==> src/rtl/min_max_array_loader_pkg.sv <==
// Shared sizing and one-hot state encoding for the min/max array loader.
// Imported by the loader top level and its register-file sub-module.
package min_max_array_loader_pkg;

  localparam int N  = 16;
  localparam int W  = 8;
  localparam int AW = 4;

  localparam logic [AW-1:0] LAST_IDX = AW'(N - 1);

  typedef enum logic [3:0] {
    FILL  = 4'b0001,
    START = 4'b0010,
    WAIT  = 4'b0100,
    HOLD  = 4'b1000
  } state_t;

endpackage

==> src/rtl/min_max_array_loader_regfile.sv <==
// N x W element store: one synchronous write port, one asynchronous read port.
// Contents are deliberately not reset; the loader always refills before use.
module min_max_array_loader_regfile
  import min_max_array_loader_pkg::*;
(
  input  logic          clk,
  input  logic          we,
  input  logic [AW-1:0] waddr,
  input  logic [W-1:0]  wdata,
  input  logic [AW-1:0] raddr,
  output logic [W-1:0]  rdata
);

  logic [W-1:0] mem_r [N];

  // Element write
  always_ff @(posedge clk) begin
    if (we) begin
      mem_r[waddr] <= wdata;
    end
  end

  assign rdata = mem_r[raddr];

endmodule

==> src/rtl/min_max_array_loader.sv <==
// Fills the element array from a valid/ready stream, kicks the finder with Start,
// then captures and holds its Max/Min until the consumer acknowledges.
module min_max_array_loader
  import min_max_array_loader_pkg::*;
(
  input  logic          Clk,
  input  logic          Reset,
  input  logic [W-1:0]  Din,
  input  logic          Din_Valid,
  output logic          Din_Ready,
  input  logic [AW-1:0] Rd_Addr,
  output logic [W-1:0]  Rd_Data,
  output logic          Start,
  input  logic          Done,
  input  logic [W-1:0]  Max_In,
  input  logic [W-1:0]  Min_In,
  output logic [W-1:0]  Res_Max,
  output logic [W-1:0]  Res_Min,
  output logic          Res_Valid,
  input  logic          Res_Ack,
  output logic          Qf,
  output logic          Qs,
  output logic          Qw,
  output logic          Qh
);

  state_t        state_r;
  state_t        next_state_s;
  logic [AW-1:0] wr_ptr_r;
  logic [W-1:0]  res_max_r;
  logic [W-1:0]  res_min_r;
  logic          accept_s;
  logic          capture_s;

  // Writes and captures are gated by the registered state so stray inputs are inert.
  assign accept_s  = (state_r == FILL) && Din_Valid;
  assign capture_s = (state_r == WAIT) && Done;

  // State register
  always_ff @(posedge Clk) begin
    if (Reset) begin
      state_r <= FILL;
    end else begin
      state_r <= next_state_s;
    end
  end

  // Next-state decode; any non-one-hot value recovers to FILL
  always_comb begin
    next_state_s = FILL;
    case (state_r)
      FILL: begin
        if (accept_s && (wr_ptr_r == LAST_IDX)) begin
          next_state_s = START;
        end else begin
          next_state_s = FILL;
        end
      end
      START: next_state_s = WAIT;
      WAIT: begin
        if (Done) begin
          next_state_s = HOLD;
        end else begin
          next_state_s = WAIT;
        end
      end
      HOLD: begin
        if (Res_Ack) begin
          next_state_s = FILL;
        end else begin
          next_state_s = HOLD;
        end
      end
      default: next_state_s = FILL;
    endcase
  end

  // Write pointer; the AW-bit wrap returns it to 0 after the last element
  always_ff @(posedge Clk) begin
    if (Reset) begin
      wr_ptr_r <= '0;
    end else if (accept_s) begin
      wr_ptr_r <= wr_ptr_r + AW'(1);
    end
  end

  // Result capture, held until the next capture
  always_ff @(posedge Clk) begin
    if (Reset) begin
      res_max_r <= '0;
      res_min_r <= '0;
    end else if (capture_s) begin
      res_max_r <= Max_In;
      res_min_r <= Min_In;
    end
  end

  min_max_array_loader_regfile u_regfile (
    .clk   (Clk),
    .we    (accept_s),
    .waddr (wr_ptr_r),
    .wdata (Din),
    .raddr (Rd_Addr),
    .rdata (Rd_Data)
  );

  assign Qf        = (state_r == FILL);
  assign Qs        = (state_r == START);
  assign Qw        = (state_r == WAIT);
  assign Qh        = (state_r == HOLD);
  assign Din_Ready = Qf;
  assign Start     = Qs;
  assign Res_Valid = Qh;
  assign Res_Max   = res_max_r;
  assign Res_Min   = res_min_r;

endmodule

==> config.mk <==
export PLATFORM = sky130hd
export DESIGN_NAME = min_max_array_loader
export DESIGN_NICKNAME = d
export VERILOG_FILES = /design/src/rtl/min_max_array_loader_pkg.sv /design/src/rtl/min_max_array_loader_regfile.sv /design/src/rtl/min_max_array_loader.sv
export SDC_FILE = /design/constraint.sdc
export NUM_CORES = 1
export LEC_CHECK = 0
export BUFFER_PORTS_ARGS = -buffer_cell sky130_fd_sc_hd__buf_2
export CAP_MARGIN = 20
export CORE_ASPECT_RATIO = 1.4
export CORE_MARGIN = 4
export CORE_UTILIZATION = 40
export DETAILED_ROUTE_END_ITERATION = 8
export PLACE_DENSITY = 0.65
export SLEW_MARGIN = 10
export SYNTH_ARGS = -nofsm -noshare
export SYNTH_HDL_FRONTEND = slang
export SYNTH_SLANG_ARGS = --single-unit
==> constraint.sdc <==
create_clock -name Clk -period 3.8 [get_ports Clk]
set_input_delay 1.14 -clock Clk [delete_from_list [all_inputs] [get_ports Clk]]
set_output_delay 1.14 -clock Clk [all_outputs]
set_load 0.02 [all_outputs]
==> results.toml, run 1 <==
[grt]
grt_pass1_wl_um = 19700
grt_max_degree = 33
grt_pass1_vias = 3551
antenna_found_initial = 0
grt_remaining_overflow = 0
grt.total_usage_pct = 15.3

[critical_path]
worstPathMaxFanout = 13
endpoint_kind = "output port"
r2r-end = "u_regfile.mem_r[11][2]$_DFFE_PP_"
worst_setup_path_start_kind = "input pin"
r2r_slack_ps = 1300
worstPathRequired_ps = 2660
worstPathArrival_ps = 2620
reg2reg_depth = 4
r2r-start = "state_r[1]$_SDFF_PP0_"
critPathKind = "in2out"

[cells_and_area]
seqCellArea_um2 = 4320
syn_to_final_growth_pct = 18.8
multi_input_area_um2 = 1480
diodes = 0
drive_gt1_share_pct = 32.2
final_cell_area_um2 = 7080
num-fill-cells = 1222
finalNetCount = 453

[floorplan]
initial_core_util_pct = 41.0
core-area_um2 = 14500
num_rows = 52
die_w_um = 111
die_h_um = 152
ios = 64
dieArea_um2 = 16900

[synth]
synth_area_leaders = "edfxtp_1 65%, mux4_2 12%, dfxtp_1 8.1%"
yosys.cell_types.count = 35
ys_top_cells_by_count = "128 x edfxtp_1, 32 x mux4_2, 24 x dfxtp_1"
synth_compound_area_share_pct = 6.41
yosysWarnings = 0
synth_top_family_by_area = "multiplexers"
ys.flop_type = "edfxtp_1"
synth-simple-area-share_pct = 5.38
synth_edf_count = 128
synthXorXnorAreaFrac_pct = 0.147
yosys.area.top_type = "edfxtp_1"
synthAdderAreaFrac_pct = 0.841
syn_inst = 349
avgSynthCellArea_um2 = 17.1
syn_nets = 386
synth.area.mux_share_pct = 12.1
netlist_area_um2 = 5950
async_flop_share_pct = 0
synth_top_area_share_pct = 64.6
synth_most_common_cell = "edfxtp_1"
synth_seq_cells = 152
yosysSeqAreaShare_pct = 72.6

[cts]
cts_hold_buffers = 0
cts_setup_buffers = 0
cts_sinks = 152
cts_resized = 0
cts_buffer_depth = 2
clk_latency_ps = 420
clkTransAtPathRegs_ps = 60
cts_buffers = 17
h-tree-depth = 4
cts-root-buf = "clkbuf_16"
cts_tree = "done"

[detailed_routing]
drc = 0
dr.first_iter.drc_count = 173
detail_route.wl_per_cell_um = 19.9
first_pass_iters = 4
via_count = 3361
routed_wirelength_um = 12300
drtAntennaViolNets = 0
viasPerCell = 5.45

[sta]
setup_ws_ps = 42.2
max_clock_freq_mhz = 266
finalCritPeriodShare_pct = 98.9
setup_viol = 0
slew_violations = 0
hold_viol = 0
setup_tns_ps = 0
rsz0062_at_grt = "no"
tightest_slew_ps = 886
relSlewSlack_pct = 40.7
fin_crit_ps = 3760
finalClockSkew_ps = 10.5

[placement]
pre_cts_ws_ps = 40.8
hpwl_um = 8440
routabilityCongestion = 0.759
portBuffers = 63
placed_cell_area_um2 = 6500

[run_status]
status = "complete, no violations"

[pwr]
finalPower_mw = 3.64
power_density_nw_per_um2 = 515
leakage_nw = 2.42
ir_drop_mv = 0.285

[min_path]
min_from = "Res_Max[1]$_SDFFE_PP0P_"
hp-class = "reg2reg"
whs_endpoint = "Res_Max[1]$_SDFFE_PP0P_"
hold_path_depth = 2

[job]
maxCapViolCount = 0
power by group:
part	internal, mW	switching (mW)
logic	0.0739	0.108
registers	1.82	0.00518
clock network	0.928	0.707
cell usage in the layout, fill, tap and decap left out, types with 7 or more instances in the layout:
cell	count
edfxtp_1	128
buf_2	63
a21oi_1	21
mux4_2	32
clkbuf_16	17
buf_4	7
nor2_1	13
nand3_1	23
a22oi_1	17
nand2_1	10
o21ai_0	20
dfxtp_1	24
layout make-up:
cell class	instances	area share, %
inverters	8	0.424
multi-input cells	164	20.9
repair buffers	73	6.05
well taps	189	3.34
flip-flops and latches	152	61.1
clock inverters	14	2.14
clock buffers	17	6.01
through the flow:
step                cells  hold slack, ps  utilization (%)
global route          617             496             48.8
CTS                   617             481             48.8
finish                617             478             48.8
global placement      586             461             44.8
detailed placement    586             471             44.8
floorplan             349             496                -
metal layers:
layer | global-route usage [%] | vias to the layer above | wire length (µm)
met5 | 0 | - | 0
met4 | 6.20 | 0 | 280
met3 | 4.21 | 21 | 700
met2 | 26.8 | 135 | 6490
met1 | 17.7 | 1674 | 4820
li1 | - | 1531 | -
worst max path at each step:
stage	depth (start not counted)	from	slack [ps]	to
3_5_place_dp	6	Rd_Addr[0]	40	Rd_Data[5]
2_1_floorplan	5	Rd_Addr[0]	140	Rd_Data[1]
4_1_cts	6	Rd_Addr[0]	40	Rd_Data[5]
5_1_grt	6	Rd_Addr[0]	20	Rd_Data[5]
6_report	6	Rd_Addr[0]	40	Rd_Data[5]
3_3_place_gp	6	Rd_Addr[0]	40	Rd_Data[5]
logic make-up after synthesis:
logic type / after synthesis
flip-flops: 152
AO/OA/AOI/OAI: 64
AND/OR/NAND/NOR: 63
multiplexers: 32
buffers and inverters: 33
adder cells (fa/ha/maj): 4
XOR/XNOR: 1
state kept, by name, indices dropped and copies added, names as in the netlist:
signal           cells
state_r              4
Res_Max              8
Res_Min              8
wr_ptr_r             4
u_regfile.mem_r    128
critical path, stage by stage:
cell	delay (ps)
buf_2	130
buf_12	170
mux4_2	520
a22oi_1	360
nand2_1	110
buf_2	180
Note: power is estimated with default switching activity, not from simulation.
==> run 2: changes to the inputs <==
--- a/config.mk
+++ b/config.mk
@@ -15,4 +15,5 @@
 export SLEW_MARGIN = 10
 export SYNTH_ARGS = -nofsm -noshare
 export SYNTH_HDL_FRONTEND = slang
+export SYNTH_HIERARCHICAL = 1
 export SYNTH_SLANG_ARGS = --single-unit
==> run 2 against run 1 <==
  * Sequential power barely moved
  * Clock skew barely moved
  * Largest cell class unchanged
  * Sequential cell count did not move
==> results.toml, run 2 <==
[grt]
grt_remaining_overflow = 0
grt_pass1_wl_um = 19800
grt.total_usage_pct = 15.2
grt_max_degree = 42
antenna_found_initial = 0
grt_pass1_vias = 3521

[synth]
yosysWarnings = 6
ys.flop_type = "edfxtp_1"
async_flop_share_pct = 0
synth_top_area_share_pct = 62.9
netlist_area_um2 = 6110
synth_area_leaders = "edfxtp_1 63%, dfxtp_1 7.9%, mux4_2 6.6%"
yosys.area.top_type = "edfxtp_1"
syn_nets = 378
syn_inst = 344
yosysSeqAreaShare_pct = 70.8
synth_seq_cells = 152
yosys.cell_types.count = 39
ys_top_cells_by_count = "128 x edfxtp_1, 24 x dfxtp_1, 19 x nand2b_1"
avgSynthCellArea_um2 = 17.8
synth_most_common_cell = "edfxtp_1"
synth_edf_count = 128

[cells_and_area]
final_cell_mix = "128 x edfxtp_1, 63 x buf_2, 24 x dfxtp_1, 22 x buf_4, 19 x nand2b_1"
largest_reg_flops = 128
multi_input_area_um2 = 1620
num-fill-cells = 1261
stdcell_count = 633
final_common_cell = "edfxtp_1"
syn_to_final_growth_pct = 20.0
seqCellArea_um2 = 4320
regMostFlops = "u_regfile/mem_r"
final_cell_area_um2 = 7330
finalNetCount = 461
drive_gt1_share_pct = 32.5

[placement]
routabilityCongestion = 0.754
hpwl_um = 8800
place_inst = 595
placed_cell_area_um2 = 6710
portBuffers = 63
pre_cts_ws_ps = 72.0

[sta]
tightest_slew_ps = 798
slew_violations = 0
hold_viol = 0
setup_tns_ps = 0
finalClockSkew_ps = 10.6
setup_ws_ps = 103
fin_crit_ps = 3700
rsz0062_at_grt = "no"
relSlewSlack_pct = 46.6
max_clock_freq_mhz = 270
hold_ws_ps = 469
finalCritPeriodShare_pct = 97.3
setup_viol = 0

[floorplan]
die_w_um = 112
core-area_um2 = 15000
die_h_um = 154
dieArea_um2 = 17300
ios = 64
num_rows = 53
initial_core_util_pct = 40.8

[detailed_routing]
detail_route.wl_per_cell_um = 20.3
dr.first_iter.drc_count = 180
via_count = 3415
viasPerCell = 5.39
routed_wirelength_um = 12900
drc = 0
drtAntennaViolNets = 0
first_pass_iters = 4

[run_status]
status = "complete, no violations"

[cts]
cts_tree = "done"
cts_sinks = 152
h-tree-depth = 4
cts_hold_buffers = 0
cts_buffer_depth = 2
cts-root-buf = "clkbuf_16"
clk_latency_ps = 420
clkTransAtPathRegs_ps = 60
cts_buffers = 17

[job]
maxCapViolCount = 0

[critical_path]
worstPathArrival_ps = 2560
worstPathRequired_ps = 2660
endpoint_kind = "output port"
critPathKind = "in2out"
worst_setup_path_start_kind = "input pin"
worstPathMaxFanout = 17

[pwr]
leakage_nw = 2.56
ir_drop_mv = 0.250
power_density_nw_per_um2 = 499

[min_path]
hp-class = "reg2reg"
[run 2: layout make-up]
type | instances | area share [%]
clock buffers | 17 | 5.80
clock inverters | 15 | 2.12
flip-flops and latches | 152 | 59.0
diodes | 1 | 0.0341
repair buffers | 89 | 7.65
inverters | 2 | 0.102
well taps | 192 | 3.28
multi-input cells | 165 | 22.0
[run 2: where the power goes]
part | internal [mW] | total [mW] | leakage, nW | switching (mW)
Clock | 0.927 | 1.64 | 0.280 | 0.711
Combinational | 0.0833 | 0.187 | 0.927 | 0.104
Sequential | 1.82 | 1.83 | 1.35 | 0.00784
Total | 2.83 | 3.65 | 2.56 | 0.823
[run 2: routing by layer]
metal	global-route usage (%)	part of all wire [%]	routed length, µm
met2	27.4	55	7050
met4	5.90	1.8	226
met3	4.19	6.1	790
met1	17.1	37	4810
met5	0	0	0
[run 2: cells by family (layout without fill, tap and decap cells)]
kind of cell / Yosys count / count (layout) / synth area share [%]
adder cells (fa/ha/maj): 1 / 1 / 0.205
multiplexers: 33 / 33 / 12.8
other: 0 / 1 / 0
buffers and inverters: 27 / 123 / 2.85
flip-flops: 152 / 152 / 70.8
AO/OA/AOI/OAI: 42 / 42 / 4.12
AND/OR/NAND/NOR: 89 / 89 / 9.22
[run 2: worst max-delay path, stage by stage]
cell and delay (ps):
buf_2 160, buf_12 180, mux4_1 570, a22oi_1 210
nand2_1 120, buf_2 180
[run 2: final timing paths]
check / cells after the start / slack (ps) / startpoint / endpoint
max: 6 / 100 / Rd_Addr[0] / Rd_Data[0]
min: 2 / 470 / Res_Max[0]$_SDFFE_PP0P_ / Res_Max[0]$_SDFFE_PP0P_
max reg2reg: 5 / 960 / state_r[1]$_SDFF_PP0_ / u_regfile/mem_r[2][5]$_DFFE_PP_
min reg2reg: 2 / 470 / Res_Max[0]$_SDFFE_PP0P_ / Res_Max[0]$_SDFFE_PP0P_
[run 2: repair_timing]
action,4_1_cts,5_1_grt
buffers inserted,0,5
endpoints found under the setup margin,0,2
resized for setup,0,1
[run 2: stage by stage]
step / utilization [%] / power, mW
floorplan: - / 1.97
global placement: 44.7 / 2.04
detailed placement: 44.7 / 2.05
CTS: 48.6 / 3.69
global route: 48.9 / 3.79
finish: 48.9 / 3.65
